==> src/rtl/ysyx_23060020_lsu_resp.sv <==
// Load/store responder: accepts one core request, drives a word-addressed data memory
// with byte strobes, and returns a lane-shifted, sign/zero-extended load result.
module ysyx_23060020_lsu_resp #(
    parameter int unsigned TIMEOUT = 255,
    parameter int unsigned TO_W    = 8
) (
    input  logic        clk_i,
    input  logic        rst_i,
    input  logic        req_valid_i,
    output logic        req_ready_o,
    input  logic        req_wen_i,
    input  logic [3:0]  req_wmask_i,
    input  logic        req_signed_i,
    input  logic [31:0] req_addr_i,
    input  logic [31:0] req_wdata_i,
    output logic        resp_valid_o,
    input  logic        resp_ready_i,
    output logic [31:0] resp_rdata_o,
    output logic        resp_err_o,
    output logic        mem_req_o,
    output logic        mem_wen_o,
    output logic [31:0] mem_addr_o,
    output logic [3:0]  mem_wstrb_o,
    output logic [31:0] mem_wdata_o,
    input  logic        mem_ack_i,
    input  logic [31:0] mem_rdata_i
);

    typedef enum logic [1:0] {
        S_IDLE = 2'd0,
        S_REQ  = 2'd1,
        S_RESP = 2'd2
    } state_e;

    state_e            state_q, state_d;
    logic              req_ready_q, req_ready_d;
    logic              resp_valid_q, resp_valid_d;
    logic              wen_q, wen_d;
    logic [3:0]        wmask_q, wmask_d;
    logic              sgn_q, sgn_d;
    logic [1:0]        off_q, off_d;
    logic              mem_req_q, mem_req_d;
    logic              mem_wen_q, mem_wen_d;
    logic [31:0]       mem_addr_q, mem_addr_d;
    logic [3:0]        mem_wstrb_q, mem_wstrb_d;
    logic [31:0]       mem_wdata_q, mem_wdata_d;
    logic [31:0]       rdata_q, rdata_d;
    logic              err_q, err_d;
    logic [TO_W-1:0]   cnt_q, cnt_d;

    logic              req_bad_s;
    logic [1:0]        req_off_s;
    logic [3:0]        req_wstrb_s;
    logic [31:0]       req_wdata_s;
    logic [TO_W-1:0]   cnt_inc_s;
    logic              timeout_s;

    // Shift the fetched word down to the addressed lane, then extend to 32 bits by access size.
    function automatic logic [31:0] load_extend(
        input logic [31:0] word,
        input logic [1:0]  off,
        input logic [3:0]  mask,
        input logic        sgn
    );
        logic [31:0] w;
        w = word >> {off, 3'b000};
        case (mask)
            4'b0001: load_extend = {{24{sgn & w[7]}}, w[7:0]};
            4'b0011: load_extend = {{16{sgn & w[15]}}, w[15:0]};
            default: load_extend = w;
        endcase
    endfunction

    // Classify the incoming request and pre-compute its lane-shifted strobes and write data.
    always_comb begin
        req_off_s   = req_addr_i[1:0];
        req_bad_s   = 1'b1;
        case (req_wmask_i)
            4'b0001: req_bad_s = 1'b0;
            4'b0011: req_bad_s = req_off_s[0];
            4'b1111: req_bad_s = (req_off_s != 2'b00);
            default: req_bad_s = 1'b1;
        endcase
        req_wstrb_s = req_wmask_i << req_off_s;
        req_wdata_s = req_wdata_i << {req_off_s, 3'b000};
    end

    // Timeout fires on the REQ cycle whose increment would reach TIMEOUT.
    always_comb begin
        cnt_inc_s = cnt_q + {{(TO_W-1){1'b0}}, 1'b1};
        timeout_s = (cnt_inc_s == TO_W'(TIMEOUT));
    end

    // Next-state and next-value logic for the FSM and every registered output.
    always_comb begin
        state_d     = state_q;
        wen_d       = wen_q;
        wmask_d     = wmask_q;
        sgn_d       = sgn_q;
        off_d       = off_q;
        mem_req_d   = mem_req_q;
        mem_wen_d   = mem_wen_q;
        mem_addr_d  = mem_addr_q;
        mem_wstrb_d = mem_wstrb_q;
        mem_wdata_d = mem_wdata_q;
        rdata_d     = rdata_q;
        err_d       = err_q;
        cnt_d       = cnt_q;
        case (state_q)
            S_IDLE: begin
                if (req_valid_i) begin
                    wen_d   = req_wen_i;
                    wmask_d = req_wmask_i;
                    sgn_d   = req_signed_i;
                    off_d   = req_off_s;
                    cnt_d   = {TO_W{1'b0}};
                    if (req_bad_s) begin
                        // Rejected requests never touch memory.
                        state_d = S_RESP;
                        rdata_d = 32'h0000_0000;
                        err_d   = 1'b1;
                    end else begin
                        state_d     = S_REQ;
                        mem_req_d   = 1'b1;
                        mem_wen_d   = req_wen_i;
                        mem_addr_d  = {req_addr_i[31:2], 2'b00};
                        mem_wstrb_d = req_wstrb_s;
                        mem_wdata_d = req_wdata_s;
                    end
                end else begin
                    state_d = S_IDLE;
                end
            end
            S_REQ: begin
                if (mem_ack_i) begin
                    state_d     = S_RESP;
                    rdata_d     = wen_q ? 32'h0000_0000
                                        : load_extend(mem_rdata_i, off_q, wmask_q, sgn_q);
                    err_d       = 1'b0;
                    mem_req_d   = 1'b0;
                    mem_wen_d   = 1'b0;
                    mem_wstrb_d = 4'b0000;
                    cnt_d       = {TO_W{1'b0}};
                end else if (timeout_s) begin
                    state_d     = S_RESP;
                    rdata_d     = 32'h0000_0000;
                    err_d       = 1'b1;
                    mem_req_d   = 1'b0;
                    mem_wen_d   = 1'b0;
                    mem_wstrb_d = 4'b0000;
                    cnt_d       = {TO_W{1'b0}};
                end else begin
                    cnt_d = cnt_inc_s;
                end
            end
            S_RESP: begin
                if (resp_ready_i) begin
                    state_d = S_IDLE;
                end else begin
                    state_d = S_RESP;
                end
            end
            default: begin
                state_d     = S_IDLE;
                mem_req_d   = 1'b0;
                mem_wen_d   = 1'b0;
                mem_wstrb_d = 4'b0000;
                cnt_d       = {TO_W{1'b0}};
            end
        endcase
        req_ready_d  = (state_d == S_IDLE);
        resp_valid_d = (state_d == S_RESP);
    end

    // State and output registers; reset abandons any transaction in flight.
    always_ff @(posedge clk_i or posedge rst_i) begin
        if (rst_i) begin
            state_q      <= S_IDLE;
            req_ready_q  <= 1'b1;
            resp_valid_q <= 1'b0;
            wen_q        <= 1'b0;
            wmask_q      <= 4'b0000;
            sgn_q        <= 1'b0;
            off_q        <= 2'b00;
            mem_req_q    <= 1'b0;
            mem_wen_q    <= 1'b0;
            mem_addr_q   <= 32'h0000_0000;
            mem_wstrb_q  <= 4'b0000;
            mem_wdata_q  <= 32'h0000_0000;
            rdata_q      <= 32'h0000_0000;
            err_q        <= 1'b0;
            cnt_q        <= {TO_W{1'b0}};
        end else begin
            state_q      <= state_d;
            req_ready_q  <= req_ready_d;
            resp_valid_q <= resp_valid_d;
            wen_q        <= wen_d;
            wmask_q      <= wmask_d;
            sgn_q        <= sgn_d;
            off_q        <= off_d;
            mem_req_q    <= mem_req_d;
            mem_wen_q    <= mem_wen_d;
            mem_addr_q   <= mem_addr_d;
            mem_wstrb_q  <= mem_wstrb_d;
            mem_wdata_q  <= mem_wdata_d;
            rdata_q      <= rdata_d;
            err_q        <= err_d;
            cnt_q        <= cnt_d;
        end
    end

    assign req_ready_o  = req_ready_q;
    assign resp_valid_o = resp_valid_q;
    assign resp_rdata_o = rdata_q;
    assign resp_err_o   = err_q;
    assign mem_req_o    = mem_req_q;
    assign mem_wen_o    = mem_wen_q;
    assign mem_addr_o   = mem_addr_q;
    assign mem_wstrb_o  = mem_wstrb_q;
    assign mem_wdata_o  = mem_wdata_q;

endmodule

==> config.mk <==
export PLATFORM = sky130hd
export DESIGN_NAME = ysyx_23060020_lsu_resp
export DESIGN_NICKNAME = d
export VERILOG_FILES = /design/src/rtl/ysyx_23060020_lsu_resp.sv
export SDC_FILE = /design/constraint.sdc
export NUM_CORES = 1
export LEC_CHECK = 0
export ABC_AREA = 0
export CORE_MARGIN = 2
export CORE_UTILIZATION = 40
export CTS_CLUSTER_SIZE = 40
export DETAILED_ROUTE_END_ITERATION = 10
export PLACE_DENSITY = 0.73
export SLEW_MARGIN = 5
export SYNTH_ARGS = -nofsm -noshare
export SYNTH_HDL_FRONTEND = slang
export SYNTH_SLANG_ARGS = --single-unit
==> constraint.sdc <==
create_clock -name clk_i -period 5.6 [get_ports clk_i]
set_input_delay 1.68 -clock clk_i [delete_from_list [all_inputs] [get_ports clk_i]]
set_output_delay 1.68 -clock clk_i [all_outputs]
set_load 0.03 [all_outputs]
* After elaboration in Yosys (flattened, before gate mapping)
Index checks and enable logic that the tools add are counted.
** Operators by class
- Add/subtract/negate cells :: 1
- Multiply operators :: 0
- Div/mod/pow operators :: 0
- $lt $le $gt $ge :: 0
- Equality and inequality tests :: 13
- Shift-type cells :: 3
- Multiplexer cells :: 36
- Bitwise operators :: 4
- Reductions and logical operators :: 9
** Operator list (number)
- 32-bit 2-to-1 mux :: 5
- 32-bit case mux with 2 select lines :: 2
- 32-bit by 5-bit left shift with 32-bit output :: 1
- 32-bit by 5-bit >> shifter with 32-bit output :: 1
- 8-bit 2-to-1 mux :: 3
- 8-bit case mux with 3 select lines :: 1
- 4-bit 2-to-1 mux :: 4
- 4-bit case mux with 3 select lines :: 1
- 1-bit 2-to-1 mux :: 10
- 2-bit 2-to-1 mux :: 5
- 1-bit case mux with 3 select lines :: 3
- 8-bit by 1-bit adder with 8-bit output (second input constant) :: 1
- 4-bit by 1-bit equality test with 1-bit output (second input constant) :: 2
- 4-bit by 2-bit equality test with 1-bit output (second input constant) :: 2
- 8-bit equality test (second input constant) :: 1
- 4-bit AND reduction :: 2
- 2-bit inequality test (second input constant) :: 3
- 2-bit case mux with 3 select lines :: 1
- 2-bit equality test (second input constant) :: 2
- 4-bit equality test (second input constant) :: 1
- 2-bit zero test :: 2
- 2-bit AND reduction :: 2
- 2-bit nonzero test :: 2
- 4-bit by 2-bit left shift with 4-bit output :: 1
- 6 further kinds :: 8
** Storage, ports and cells
- Bits in registers :: 121
- Latch bits :: 0
- RAM bits :: 0
- ROM bits :: 0
- Output and inout bits :: 105
- Logic and storage cells :: 81
- Memories kept :: 0

* Depth between registers and ports, before layout
- Depth after elaboration :: 6
- Mapped depth :: 8
- Depth with buffers taken out :: 6

* Worst setup path after synthesis
No wires, ideal clock.
- Kind :: in2reg
- Start point :: in req_wmask_i[3]
- End point :: reg rdata_q[16], in the netlist resp_rdata_o[16]
- Library setup time :: 126 ps
- Arrival :: 3259 ps
- Path slack :: 2215 ps
- Stages on the path :: 7
- Buffers on the path :: 2
- Cells stage by stage :: and4_1 > a22oi_2 > a21oi_1 > or4_1 > buf_2 > buf_6 > a221o_1
** Between the ends
- Longest elaborated chain between the ends :: 4
- Elaborated cells between the ends (all ways) :: 6
** RTL lines
- from (decl) :: RTL line 12 : input logic [3:0] req_wmask_i,
- 4-bit equality test, or another cell as far along :: RTL line 78 : case (req_wmask_i)
- 1-bit case mux with 3 select lines (*) :: RTL line 78
- 2-bit inequality test (no source line) (*)
- 4-bit AND reduction (no source line) (*)
- to (signal assigned) :: RTL line 206 : rdata_q <= rdata_d;
- to (decl) :: RTL line 47 : logic [31:0] rdata_q, rdata_d;
Mark *: on every way between the ends. The rest lies on a longest branch, timed or not.
A chain may end at the register's enable or synchronous reset.

* Worst setup path in the final report
- Start point :: in req_addr_i[0]
- End point :: reg rdata_q[17], in the netlist resp_rdata_o[17]
** Between the ends
- Longest elaborated chain between the ends :: 4
** RTL lines
- from (decl) :: RTL line 14 : input logic [31:0] req_addr_i,
- 2-bit nonzero test :: RTL line 81 : 4'b1111: req_bad_s = (req_off_s != 2'b00);
- 1-bit case mux with 3 select lines (*) :: RTL line 78
- 2-bit inequality test (no source line) (*)
- 4-bit AND reduction (no source line) (*)
Marked as above.

==> summary.txt <==
Finish
  • Syn-to-layout area delta: 48.2%
  • Share of layout cells above drive strength 1: 8.57%
  • Layout fillers: 1234
  • Final non-filler cell total: 1001
  • Nets: 913
  • # diodes: 0
  • Final Cell Area: around 9000 um2
  • Final core occ: 60.4%

GRT
  • GRT overflow: 0
  • Wire length of the first global-routing pass: about 28000 um
  • GR Util All Layers: 22.5%
  • Initial antenna violation count: 0
  • Vias in the first global route: 5356
  • Largest net degree at the start of global routing: 81

STA
  • Maximum clock rate: 234 MHz
  • Final hold violation count: 0
  • Final hold slack: 0.470 ns
  • Worst Tran Pin Value: 1.15 ns
  • Unrepaired setup endpoints after global routing: no
  • Setup ws final: 1.33 ns
  • Clock skew: 0.00680 ns
  • Fin Setup TNS: 0 ns
  • Crit path time final: ~4.3 ns
  • # setup viols final: 0
  • Max-slew violation count: 0
  • Part of the cycle the worst path needs: 76.2%
  • Max-slew headroom: 23.2%

Pwr
  • Static leakage: 3.95 nW
  • Cell area power density: 494 nW/um2
  • Worst vdd ir: 0.000300 V
  • Total power: around 4.3 mW

CTS
  • Resized cells post-CTS: 0
  • CTS Buf Count: 17
  • CTS Sinks: 121
  • CTS clk-pin slew, worst paths: 0.06 ns
  • Number of setup buffers added after CTS: 0
  • Clock Tree Root: clkbuf_16
  • CTS Buffer Depth: 2
  • Hold-fix buffers, CTS: 0
  • Clock latency on the worst-skew pair: 0.42 ns
  • H-tree Lvls: 4
  • CTS tree: yes

Worst setup path
  • Worst endpoint data arrival time: 4.56 ns
  • Ordered cell list for the critical path: clkdlybuf4s50_1 > a211oi_1 > a22oi_2 > a21oi_1 > or4_1 > a221o_1
  • Worst setup EP type: register
  • Crit path max fanout: 32
  • CP Launch Type: input port
  • Required time at the worst-slack endpoint: 5.89 ns
  • Worst Path Class, Setup: input port to register
  • CP max stage cell: or4_1
  • Reg2reg path depth: 6
  • Peak per-stage delay on the critical path: 1.01 ns

Logic synthesis
  • Mean post-synth cell area: around 9.6 um2
  • Synth warn: 0
  • Post-synth EDFFs: 0
  • Area contributors post-synth: dfrtp_1 51%, nand2_1 10%, mux2i_1 4.4%, mux2_2 4.4%, a221o_1 2.7%
  • Sequential cell area fraction in the yosys report: about half
  • Asr flop ratio synth: 100%
  • Most common library cells after synthesis: 165 x nand2_1, 120 x dfrtp_1, 27 x clkbuf_1
  • Distinct cells, synth: 53
  • Ys flop type: dfrtp_1
  • Post-synthesis register bit count: 121
  • Post-synth top area share: 50.9%
  • Mapped Cells: 613
  • Post-Synthesis Cell Area: a little under 6000 um2
  • Most frequent cell after synthesis: nand2_1
  • Synth area leader: dfrtp_1

Place
  • Number of port buffers: 209
  • GP Congestion: ~0.86
  • Final HPWL DP: 12300 um
  • Placed Cells incl. Taps: 969
  • Post-place setup slack: 0.953 ns
  • Dpl cell area: 8110 um2

Routing
  • DR DRC count: 0
  • Pre-antenna DRT Iters: 5
  • Routed wire length: between 15000 and 20000 um
  • Starting DRC count in detailed routing: 335
  • ANT nets after route: 0
  • Via/cell ratio: 5.31
  • Via count: 5317
  • Drt wl/cell: about 17 um

Worst hold path
  • WHS Path Cells: 2
  • Worst min path class: register to register

Die
  • Core area: 14500 um2
  • Die H: 125 um
  • Die area: 15700 um2
  • Die width: 125 um
  • Initial Util: 40.8%
  • Ports: 212
  • Row cnt: between 40 and 50

Run status
  • Run status: finished, final reports clean

Flow run
  • Number of max-cap violations: 0
-- flip-flops by register name, indices dropped and copies added (netlist names) --
| register | cells |
|---|---|
| mem_wdata_o | 32 |
| resp_rdata_o | 32 |
| mem_addr_o | 30 |
| cnt_q | 8 |
| mem_wstrb_o | 4 |
| wmask_q | 4 |
| off_q | 2 |
| state_q | 2 |
| mem_req_o | 1 |
| mem_wen_o | 1 |
| req_ready_o | 1 |
| resp_err_o | 1 |
| resp_valid_o | 1 |
| sgn_q | 1 |
| wen_q | 1 |
-- per-layer routing --
metal	vias up	global-route usage, %	share of wire, %	routed length, um
li1	2537	-	-	-
met1	2567	28.2	42	7320
met2	183	36.7	49	8460
met3	30	6.50	6.9	1190
met4	0	8.82	2.2	373
met5	-	0	0	0
-- layout by cell type (no fill, tap or decap), types with 5 or more instances in the layout --
master             n
a211o_1            9
a211oi_1          11
a21oi_1           25
a221o_1           16
a22o_1            11
buf_4              6
bufinv_16          5
clkbuf_16         17
clkdlybuf4s50_1  209
dfrtp_1          120
mux2_2            23
mux2i_1           26
nand2_1          165
nand3_1           14
nor2_1            26
nor2b_1           16
o21ai_0           23
o2bb2ai_1          9
o31ai_1            9
-- critical path, delay by kind of cell --
kind,cells,cell delay [ns]
and+or+nand+nor,1,1.01
buffers and inverters,1,0.65
AOI/OAI and AO/OA,4,1.21
-- power breakdown --
group          switching (mW)  total, mW  internal [mW]  leakage [nW]
Sequential              0.239       1.40           1.16          1.59
Combinational           0.984       1.74          0.755          2.06
Clock                   0.395       1.18          0.788         0.304
Total                    1.62       4.32           2.70          3.95
-- cells by family after synthesis --
| logic type | Yosys count | synth area share, % |
|---|---|---|
| other cells | 1 | 0.0635 |
| xor+xnor | 4 | 0.721 |
| buf+inv | 50 | 3.67 |
| flops | 121 | 51.3 |
| fa+ha+maj | 2 | 0.424 |
| mux | 49 | 8.80 |
| compound gates | 136 | 16.7 |
| simple gates | 250 | 18.3 |
-- path summary, 6_finish.rpt --
path                                       startpoint                      endpoint  slack, ns
max                                     req_addr_i[0]  resp_rdata_o[17]$_DFFE_PP0P_       1.33
max reg2reg                      cnt_q[0]$_DFFE_PP0P_  resp_rdata_o[17]$_DFFE_PP0P_       2.58
min in group asynchronous                       rst_i     mem_addr_o[9]$_DFFE_PP0P_       1.75
max in group asynchronous                       rst_i         req_ready_o$_DFF_PP1_       3.00
min reg2reg                mem_addr_o[25]$_DFFE_PP0P_    mem_addr_o[25]$_DFFE_PP0P_       0.47
min                        mem_addr_o[25]$_DFFE_PP0P_    mem_addr_o[25]$_DFFE_PP0P_       0.47
-- layout make-up --
type                       instances  area (um2)  share of cell area [%]
multi-input combinational        443        2670                    30.6
inverter                           5        21.3                   0.243
sequential                       121        3030                    34.6
clock buffer                      20         437                    4.99
tap                              184         230                    2.63
clock inverter                    12         198                    2.26
timing repair buffer             216        2160                    24.7
No activity file was read; power rests on OpenSTA's default activity.
